==> src/rtl/sort8_stream_adapter.sv <==
// Stream adapter around the 8-input iterative sorter: gathers an 8-word frame, pulses a load,
// waits SORT_CYCLES recirculation cycles, then streams the captured results out, b00 first.
module sort8_stream_adapter #(
   parameter int unsigned WIDTH       = 32,
   parameter int unsigned SORT_CYCLES = 8
) (
   input  logic             clk,
   input  logic             rst,
   input  logic             s_valid,
   input  logic [WIDTH-1:0] s_data,
   output logic             s_ready,
   output logic [WIDTH-1:0] a0,
   output logic [WIDTH-1:0] a1,
   output logic [WIDTH-1:0] a2,
   output logic [WIDTH-1:0] a3,
   output logic [WIDTH-1:0] a4,
   output logic [WIDTH-1:0] a5,
   output logic [WIDTH-1:0] a6,
   output logic [WIDTH-1:0] a7,
   output logic             select,
   input  logic [WIDTH-1:0] b00,
   input  logic [WIDTH-1:0] b11,
   input  logic [WIDTH-1:0] b22,
   input  logic [WIDTH-1:0] b33,
   input  logic [WIDTH-1:0] b44,
   input  logic [WIDTH-1:0] b55,
   input  logic [WIDTH-1:0] b66,
   input  logic [WIDTH-1:0] b77,
   output logic             m_valid,
   output logic [WIDTH-1:0] m_data,
   output logic             m_last,
   input  logic             m_ready,
   output logic             busy
);

   localparam int unsigned CNT_W = (SORT_CYCLES > 1) ? $clog2(SORT_CYCLES) : 1;

   typedef enum logic [1:0] {StFill, StLoad, StSort, StDrain} state_e;

   state_e           state_q, state_d;
   logic [2:0]       wr_idx_q, wr_idx_d;
   logic [2:0]       rd_idx_q, rd_idx_d;
   logic [CNT_W-1:0] cnt_q, cnt_d;
   logic [WIDTH-1:0] a_q [8];
   logic [WIDTH-1:0] r_q [8];
   logic [WIDTH-1:0] b_vec [8];
   logic             s_accept;
   logic             m_accept;
   logic             capture;

   assign b_vec[0] = b00;
   assign b_vec[1] = b11;
   assign b_vec[2] = b22;
   assign b_vec[3] = b33;
   assign b_vec[4] = b44;
   assign b_vec[5] = b55;
   assign b_vec[6] = b66;
   assign b_vec[7] = b77;

   // Handshakes only steer next-state logic; every output decodes registered state.
   assign s_accept = (state_q == StFill) && s_valid;
   assign m_accept = (state_q == StDrain) && m_ready;

   always_comb begin
      state_d  = state_q;
      wr_idx_d = wr_idx_q;
      rd_idx_d = rd_idx_q;
      cnt_d    = cnt_q;
      capture  = 1'b0;
      unique case (state_q)
         StFill: begin
            if (s_accept) begin
               wr_idx_d = wr_idx_q + 3'd1;
               if (wr_idx_q == 3'd7) state_d = StLoad;
            end
         end
         StLoad: begin
            cnt_d   = CNT_W'(SORT_CYCLES - 1);
            state_d = StSort;
         end
         StSort: begin
            if (cnt_q == '0) begin
               capture = 1'b1;
               state_d = StDrain;
            end else begin
               cnt_d = cnt_q - CNT_W'(1);
            end
         end
         StDrain: begin
            if (m_accept) begin
               rd_idx_d = rd_idx_q + 3'd1;
               if (rd_idx_q == 3'd7) state_d = StFill;
            end
         end
         default: state_d = StFill;
      endcase
   end

   always_ff @(posedge clk or negedge rst) begin
      if (!rst) begin
         state_q  <= StFill;
         wr_idx_q <= '0;
         rd_idx_q <= '0;
         cnt_q    <= '0;
      end else begin
         state_q  <= state_d;
         wr_idx_q <= wr_idx_d;
         rd_idx_q <= rd_idx_d;
         cnt_q    <= cnt_d;
      end
   end

   always_ff @(posedge clk or negedge rst) begin
      if (!rst) begin
         for (int i = 0; i < 8; i++) begin
            a_q[i] <= '0;
            r_q[i] <= '0;
         end
      end else begin
         if (s_accept) a_q[wr_idx_q] <= s_data;
         if (capture) begin
            for (int i = 0; i < 8; i++) r_q[i] <= b_vec[i];
         end
      end
   end

   assign s_ready = (state_q == StFill);
   assign select  = (state_q == StLoad);
   assign m_valid = (state_q == StDrain);
   assign m_data  = m_valid ? r_q[rd_idx_q] : '0;
   assign m_last  = m_valid && (rd_idx_q == 3'd7);
   assign busy    = (state_q != StFill) || (wr_idx_q != 3'd0);

   assign a0 = a_q[0];
   assign a1 = a_q[1];
   assign a2 = a_q[2];
   assign a3 = a_q[3];
   assign a4 = a_q[4];
   assign a5 = a_q[5];
   assign a6 = a_q[6];
   assign a7 = a_q[7];

endmodule

==> config.mk <==
export PLATFORM = sky130hd
export DESIGN_NAME = sort8_stream_adapter
export DESIGN_NICKNAME = d
export VERILOG_FILES = /design/src/rtl/sort8_stream_adapter.sv
export SDC_FILE = /design/constraint.sdc
export NUM_CORES = 1
export LEC_CHECK = 0
export BUFFER_PORTS_ARGS = -buffer_cell sky130_fd_sc_hd__buf_2
export CORE_AREA = 2 2 227 229
export CTS_BUF_LIST = sky130_fd_sc_hd__clkbuf_4 sky130_fd_sc_hd__clkbuf_8
export DETAILED_ROUTE_END_ITERATION = 7
export DIE_AREA = 0 0 229 231
export PLACE_DENSITY = 0.68
export SKIP_CTS_REPAIR_TIMING = 1
export SYNTH_ARGS = -nofsm -noshare
export SYNTH_HDL_FRONTEND = slang
export SYNTH_SLANG_ARGS = --single-unit
==> constraint.sdc <==
create_clock -name clk -period 5.65 [get_ports clk]
set_input_delay 1.13 -clock clk [delete_from_list [all_inputs] [get_ports clk]]
set_output_delay 1.13 -clock clk [all_outputs]
set_load 0.1 [all_outputs]
### Word level (Yosys, flattened, before mapping)

Cells that the tools add are included.

| storage, ports and cells | value |
|---|---|
| logic and storage cells | 70 |
| output and inout port bits | 293 |
| bits in registers | 523 |
| input port bits | 292 |

| operators by class | value |
|---|---|
| muxes and demuxes | 17 |
| add/subtract/negate cells | 3 |
| reductions and logical operators | 14 |
| magnitude comparators | 3 |
| eq/ne operators | 11 |
| bitwise operators | 2 |

Operators by type and width:

| kind | count |
|---|---|
| bitwise mux 256 bit | 1 |
| two-way mux 32 bit | 4 |
| binary-select mux 32 bit (select 3 bit) | 1 |
| demux 32 bit (select 3 bit) | 1 |
| two-way mux 2 bit | 5 |
| greater-or-equal comparator 4 bit (second input constant) | 2 |
| inequality test 2 x 1 -> 1 bit (second input constant) | 4 |
| NOT 3 -> 4 bit | 2 |
| case mux 2 bit (4 select lines) | 1 |
| adder 3 x 1 -> 3 bit (second input constant) | 2 |
| == test 3 bit (second input constant) | 2 |
| case mux 3 bit (2 select lines) | 1 |
| AND reduction 2 bit | 3 |
| AND reduction 5 bit | 1 |
| == test 2 bit (second input constant) | 2 |
| logical AND 1 bit | 4 |
| less-than comparator 4 x 1 -> 1 bit (second input constant) | 1 |
| inequality test 2 bit (second input constant) | 2 |
| nonzero test 2 bit | 2 |
| zero test 3 bit | 1 |
| two-way mux 3 bit | 1 |
| nonzero test 3 bit | 1 |
| subtractor 3 x 1 -> 3 bit (second input constant) | 1 |
| == test 2 x 1 -> 1 bit (second input constant) | 1 |
| 3 further kinds | 4 |

### Logic depth before layout (Yosys ltp)

Gate-level depths: netlist of run 1.

| depth | value |
|---|---|
| depth in word-level cells | 6 |
| mapped depth | 8 |
| mapped depth without buffers | 5 |

### Worst setup path before layout of run 1

No wires, ideal clock.

| timing | value |
|---|---|
| path kind | reg-to-output |
| from | reg state_q[0] |
| to | out m_data[10] |
| data arrival time | 3,911 ps |
| cell stages (with the launch flop) | 5 |
| data required time | 4,520 ps |
| slack | 609 ps |
| buffers on the path | 1 |
| path through | dfrtp_1 > ha_1 > clkbuf_1 > o21ai_0 > a221oi_1 |

| on the way | value |
|---|---|
| word-level cells in the longest chain between the ends | 2 |

Ends and longest elaborated chain:

| item | line | text |
|---|---|---|
| start: declaration | 40 | `state_e state_q, state_d;` |
| start signal: assignment | 101 | `state_q <= StFill;` |
| start signal: assignment | 106 | `state_q <= state_d;` |
| == test 2 bit | 129 | `assign m_valid = (state_q == StDrain);` |
| via m_valid | 29 | `output logic m_valid,` |
| two-way mux 32 bit | 130 | `assign m_data = m_valid ? r_q[rd_idx_q] : '0;` |
| end: declaration | 30 | `output logic [WIDTH-1:0] m_data,` |

The timed path passes the listed nets, and every way through them passes these cells.

### Worst setup path in the final report of run 1

| timing | value |
|---|---|
| from | reg rd_idx_q[2] |
| to | out m_data[16] |

| on the way | value |
|---|---|
| word-level cells in the longest chain between the ends | 5 |

Ends and longest elaborated chain:

| item | line | text |
|---|---|---|
| start: declaration | 42 | `logic [2:0] rd_idx_q, rd_idx_d;` |
| start signal: assignment | 108 | `rd_idx_q <= rd_idx_d;` |
| NOT 3 -> 4 bit (not written as such) | 130 |  |
| binary-select mux 32 bit (select 3 bit) | 130 |  |
| two-way mux 32 bit (not written as such) (2 in a row) | 130 |  |
| two-way mux 32 bit | 130 |  |

No other way between the ends. The select of a mux whose other input is x is not followed.

==> results of run 1 <==
-- kinds of logic (layout without fill, tap and decap cells) --
kind of cell    after synthesis  after routing  share of synthesized area (%)
simple gates                 29             29                         0.6951
flops                       523            523                          59.59
fa+ha+maj                    11             11                         0.6267
other cells                   0              8                              0
xor+xnor                      2              2                        0.07978
compound gates               70             70                          2.211
mux                         614            614                          33.97
buf+inv                     122            808                          2.826
-- cells in the final DEF (no fill, tap or decap), types with 3 or more instances in the layout --
master    Yosys  routed
buf_2        57     583
dfrtp_1     523     521
mux2_2      490     490
clkbuf_8      0     116
mux2_4       60      60
inv_1        39      39
clkbuf_4      0      36
a221oi_1     33      33
mux2i_1      32      32
mux4_2       32      32
o21ai_0      32      32
buf_4         3      19
ha_1         11      11
diode_2       0       8
nor2_4        0       6
nand2_1       7       6
nand2b_1      4       4
buf_12        3       4
clkinv_2      0       3
-- worst register-to-register path, stage by stage, from the launching register on --
cell and delay [ns]:
dfrtp_1 0.40, inv_1 0.08, ha_1 0.30, nor2b_1 0.21
nand2_4 0.77, buf_12 0.48, mux2_2 0.64
-- sequential cells by signal, summed over array words and instances (netlist names) --
name and cells:
r_q 256, a0 32, a1 32, a2 32
a3 32, a4 32, a5 32, a6 32
a7 32, cnt_q 3, rd_idx_q 3, wr_idx_q 3
state_q 2
-- per-layer routing --
layer | wire, um | up-vias | GRT usage, %
li1 | - | 6230 | -
met1 | 25540 | 7364 | 29.57
met2 | 30090 | 508 | 38.05
met3 | 4835 | 90 | 7.510
met4 | 1236 | 8 | 7.488
met5 | 51 | - | 0
-- worst paths after layout --
| path | start | end | slack (ns) | depth (start not counted) |
|---|---|---|---|---|
| setup / recovery | rd_idx_q[2]$_DFFE_PN0P_ | m_data[16] | 1.24 | 5 |
| hold / removal | rst | r_q[229]$_DFFE_PN0P_ | 0.48 | 1 |
| setup reg to reg | state_q[0]$_DFFE_PN0P_ | r_q[178]$_DFFE_PN0P_ | 2.65 | 6 |
| hold reg to reg | a7[23]$_DFFE_PN0P_ | a7[23]$_DFFE_PN0P_ | 0.50 | 1 |
| max in group asynchronous | rst | r_q[144]$_DFFE_PN0P_ | 3.80 | 2 |
| min in group clk | a7[23]$_DFFE_PN0P_ | a7[23]$_DFFE_PN0P_ | 0.50 | 1 |
-- per-stage QoR --
stage | hold slack, ns | util (%)
4_1_cts | 0.4507 | 54.35
6_report | 0.4822 | 54.39
5_1_grt | 0.4856 | 54.39
3_3_place_gp | 0.4813 | 50.43
3_5_place_dp | 0.4864 | 50.43
2_1_floorplan | 0.4736 | -
-- layout make-up --
class / count / area share [%]
diodes: 8 / 0.07262
clock buffers: 152 / 6.772
clock inverters: 10 / 0.4448
inverters: 39 / 0.5311
multi-input cells: 726 / 30.15
flip-flops and latches: 523 / 47.50
well taps: 680 / 3.087
repair buffers: 607 / 11.45
==> run summary, run 1 <==
Die footprint = 52900 sq um
Cells after DPL = 2575
FF+latch count, synth = 523
HPWL after DPL = 42970 um
Die height = 231 um
Final critical-path share of the clock period = 78.07%
Pins Over Slew Limit = 0
Core area = 50680 sq um
CTS Sinks = 523
Post-synth top area share = 59.59%
Filler cell count = 4282
Max FO, Critical Path = 43
Setup WS pre-CTS = 2.016 ns
Routed WL = 61760 um
Largest net degree at the start of global routing = 167
Top cells by count, synth = 523 x dfrtp_1, 490 x mux2_2, 60 x mux2_4, 57 x buf_2, 39 x inv_1
DIE WIDTH = 229 um
Post-synthesis sequential area ratio = 59.59%
Via count = 14200
Async SR Flop Fraction = 100.0%
Critical Path AT = 3.28 ns
FMAX = 226.7 MHz
Final TNS setup = 0 ns
Placement-stage cell area = 25560 sq um
Skew-Pair Late Insertion Delay = 0.65 ns
Wire length per cell = 22.50 um
Vias per std cell = 5.173
Worst Setup Start Kind = flip-flop
Initial antenna violation count = 13
Rel. slew slack = 24.43%
ANT nets after route = 0
CP Capture Type = primary output
Root Buffer = clkbuf_8
Mapped Area = 21960 sq um
TritonCTS clock tree = done
First-pass GRT wire length = 94630 um
Number of port buffers = 584
Maximum root-to-sink buffer count = 3
Status = complete, no violations
CP delay by family, top = buffers and inverters
Worst path bufs/invs = 3
Nets = 2289
Ranking of synthesized cells by area = dfrtp_1 60%, mux2_2 25%, mux2_4 4.1%
Number of global-route vias before repair = 15610
Drt first pass iters = 5
H-tree Lvls = 3
Post-synth EDFFs = 0
Layout cells sized above 1 = 66.36%
Synth warn = 0
Critical path required time = 4.52 ns
Row Count = 83
Worst-path clk slew = 0.06 ns
CTS buffer count = 89
Initial Util = 43.33%
Area delta synth->final = 25.52%
Max-cap violations = 0
IO Count = 585
Netlist cell types = 30
Design area = 27570 sq um
Cell with the most instances after synthesis = dfrtp_1
Final setup margin = 1.239 ns
Non-Filler Instances = 2745
Slowest cell on crit path = dfrtp_4
Multi-input logic area = 8310 sq um
Clock Skews = 0.01579 ns
Register Area = 13090 sq um
Drt drc = 0
GRT Resource Usage Total = 23.33%
Total congestion overflow = 0
Mean Syn Cell Area = 16.02 sq um
Syn nets = 1674
Kind of critical path = flip-flop to primary output
Post-Synthesis Cells = 1371
Largest stage delay, worst path = 0.88 ns
Critical-path cell list = buf_4 -> mux4_2 -> inv_1 -> a221oi_1 -> buf_2
Actual slew at the worst max-slew pin = 1.134 ns
Minimum clock period = 4.411 ns
Synth area leader = dfrtp_1
Final hold violations = 0
Final setup fails = 0
DRT iter0 DRCs = 786
Post-synth top flop = dfrtp_1
RePlAce Congestion = 0.8743
RSZ-0062 raised after global routing = false
Worst min-delay path class = input port to asynchronous set/reset pin
Power of run 1 is not shown: default switching activity piles up to over one toggle a cycle in this logic, so the estimate is an artifact.
==> inputs of run 2 (changes only) <==
Settings changed: CORE_AREA 2 2 227 229 to 2 2 228 230, DIE_AREA 0 0 229 231 to 0 0 230 232.
Clock period 5.65 ns to 4.48 ns, I/O delays scaled along.
==> run 2 against run 1 <==
Effect of this change:
- sequential cell count did not move
- hold slack got worse by 0.25 ns
- design area rose by 0.57%
- critical endpoint is now m_data[21]
==> run summary, run 2 (synthesis results as in run 1) <==
Die height = 232 um (was 231 um)
Kind of critical path = flip-flop to primary output (unchanged)
RePlAce Congestion = 0.8802 (was 0.8743)
Final critical-path share of the clock period = 89.44%
Cells after DPL = 2576 (was 2575)
Worst Setup Start Kind = flip-flop (unchanged)
Number of global-route vias before repair = 15350 (was 15610)
Actual slew at the worst max-slew pin = 0.9598 ns (was 1.134 ns)
ANT nets after route = 0 (unchanged)
Critical Path AT = 3.11 ns (was 3.28 ns)
First-pass GRT wire length = 93470 um (was 94630 um)
Drt first pass iters = 4 (was 5)
RSZ-0062 raised after global routing = false (unchanged)
Number of port buffers = 584 (unchanged)
Pins Over Slew Limit = 0 (unchanged)
TritonCTS clock tree = done (unchanged)
Leading cell type in the layout, fill and taps excluded = buf_2 (unchanged)
DRT iter0 DRCs = 681 (was 786)
Minimum clock period = 4.007 ns
Row Count = 83 (unchanged)
Nets = 2290 (was 2289)
Layout cells sized above 1 = 67.88% (was 66.36%)
Largest register FFs = 256 (unchanged)
Die footprint = 53360 sq um (was 52900 sq um)
Via count = 14100 (was 14200)
Wire length per cell = 22.51 um (was 22.50 um)
DIE WIDTH = 230 um (was 229 um)
CTS Sinks = 523 (unchanged)
Worst-path clk slew = 0.06 ns (about the same)
GRT Resource Usage Total = 23.05% (was 23.33%)
Most frequent cells in the layout = 583 x buf_2, 520 x dfrtp_1, 490 x mux2_2 (was 583 x buf_2, 521 x dfrtp_1, 490 x mux2_2)
Clock Skews = 0.01832 ns (was 0.01579 ns)
Max FO, Critical Path = 27 (was 43)
Routed WL = 61740 um (was 61760 um)
Largest register by flop count = r_q (unchanged)
CTS buffer count = 89 (unchanged)
Final setup fails = 0 (unchanged)
Initial Util = 43.16% (was 43.33%)
Maximum root-to-sink buffer count = 3 (unchanged)
Root Buffer = clkbuf_8 (unchanged)
Total congestion overflow = 0 (unchanged)
HPWL after DPL = 43680 um (was 42970 um)
CP Capture Type = primary output (unchanged)
Drt drc = 0 (unchanged)
Critical path required time = 3.58 ns (was 4.52 ns)
IO Count = 585 (unchanged)
Max-cap violations = 0 (unchanged)
Core area = 50890 sq um (was 50680 sq um)
Final hold violations = 0 (unchanged)
Rel. slew slack = 36.01% (was 24.43%)
Area delta synth->final = 26.24% (was 25.52%)
Vias per std cell = 5.142 (was 5.173)
H-tree Lvls = 3 (unchanged)
Skew-Pair Late Insertion Delay = 0.66 ns (was 0.65 ns)
Initial antenna violation count = 21 (was 13)
Worst min-delay path class = input port to asynchronous set/reset pin (unchanged)
Largest net degree at the start of global routing = 117 (was 167)
Non-Filler Instances = 2743 (was 2745)
Final TNS setup = 0 ns (unchanged)
Status = complete, no violations (unchanged)
FMAX = 249.6 MHz
run 2: cell types whose count changed in the layout (fill, tap and decap cells not counted), moves of 2 or more:
cell,change
buf_12,+3
a221oi_2,+32
diode_2,+3
buf_4,-2
clkbuf_4,-5
inv_8,-2
a221oi_1,-32
clkinv_2,+6
clkinvlp_4,+2
clkbuf_8,-5
run 2: worst max-delay path: stages (launching register included):
cell and delay, ns:
dfrtp_2 0.99, buf_4 0.37, mux4_2 0.26, inv_1 0.05
a221oi_2 0.28, buf_2 0.49
run 2: path summary, 6_finish.rpt:
path | startpoint | end | slack, ns | cells past startpoint
setup / recovery | rd_idx_q[1]$_DFFE_PN0P_ | m_data[21] | 0.47 | 5
min in group clk | b77[19] | r_q[19]$_DFFE_PN0P_ | 0.47 | 2
max in group asynchronous | rst | a0[26]$_DFFE_PN0P_ | 3.10 | 2
hold / removal | rst | r_q[169]$_DFFE_PN0P_ | 0.23 | 1
setup reg to reg | state_q[0]$_DFFE_PN0P_ | a6[23]$_DFFE_PN0P_ | 1.74 | 6
hold reg to reg | a6[19]$_DFFE_PN0P_ | a6[19]$_DFFE_PN0P_ | 0.50 | 1
run 2: layout make-up:
type | count | area [sq um]
inverter | 39 | 146.4
sequential | 523 | 13090
tap | 680 | 850.8
timing repair buffer | 608 | 3201
multi-input combinational | 726 | 8516
antenna | 11 | 27.53
fill | 4225 | 23160
clock buffer | 142 | 1760
clock inverter | 14 | 127.6
run 2: metrics by stage:
step / instance area (sq um) / util (%) / setup WS, ns / hold slack [ns]
after CTS: 27700 / 54.43 / 0.3469 / 0.2380
after floorplan: 22160 / - / 0.6266 / 0.4736
after global placement: 25810 / 50.72 / 1.150 / 0.4816
after detailed placement: 25810 / 50.72 / 1.091 / 0.4872
after global routing: 27710 / 54.46 / 0.2418 / 0.2626
final: 27720 / 54.48 / 0.4733 / 0.2277
run 2: layer usage:
| metal | GRT usage (%) | routed length (um) | vias up |
|---|---|---|---|
| met4 | 7.863 | 1246 | 24 |
| met3 | 7.822 | 5274 | 114 |
| li1 | - | - | 6227 |
| met5 | 0 | 171 | - |
| met2 | 37.26 | 30000 | 518 |
| met1 | 29.04 | 25050 | 7221 |
Power of run 2 is left out for the same reason.
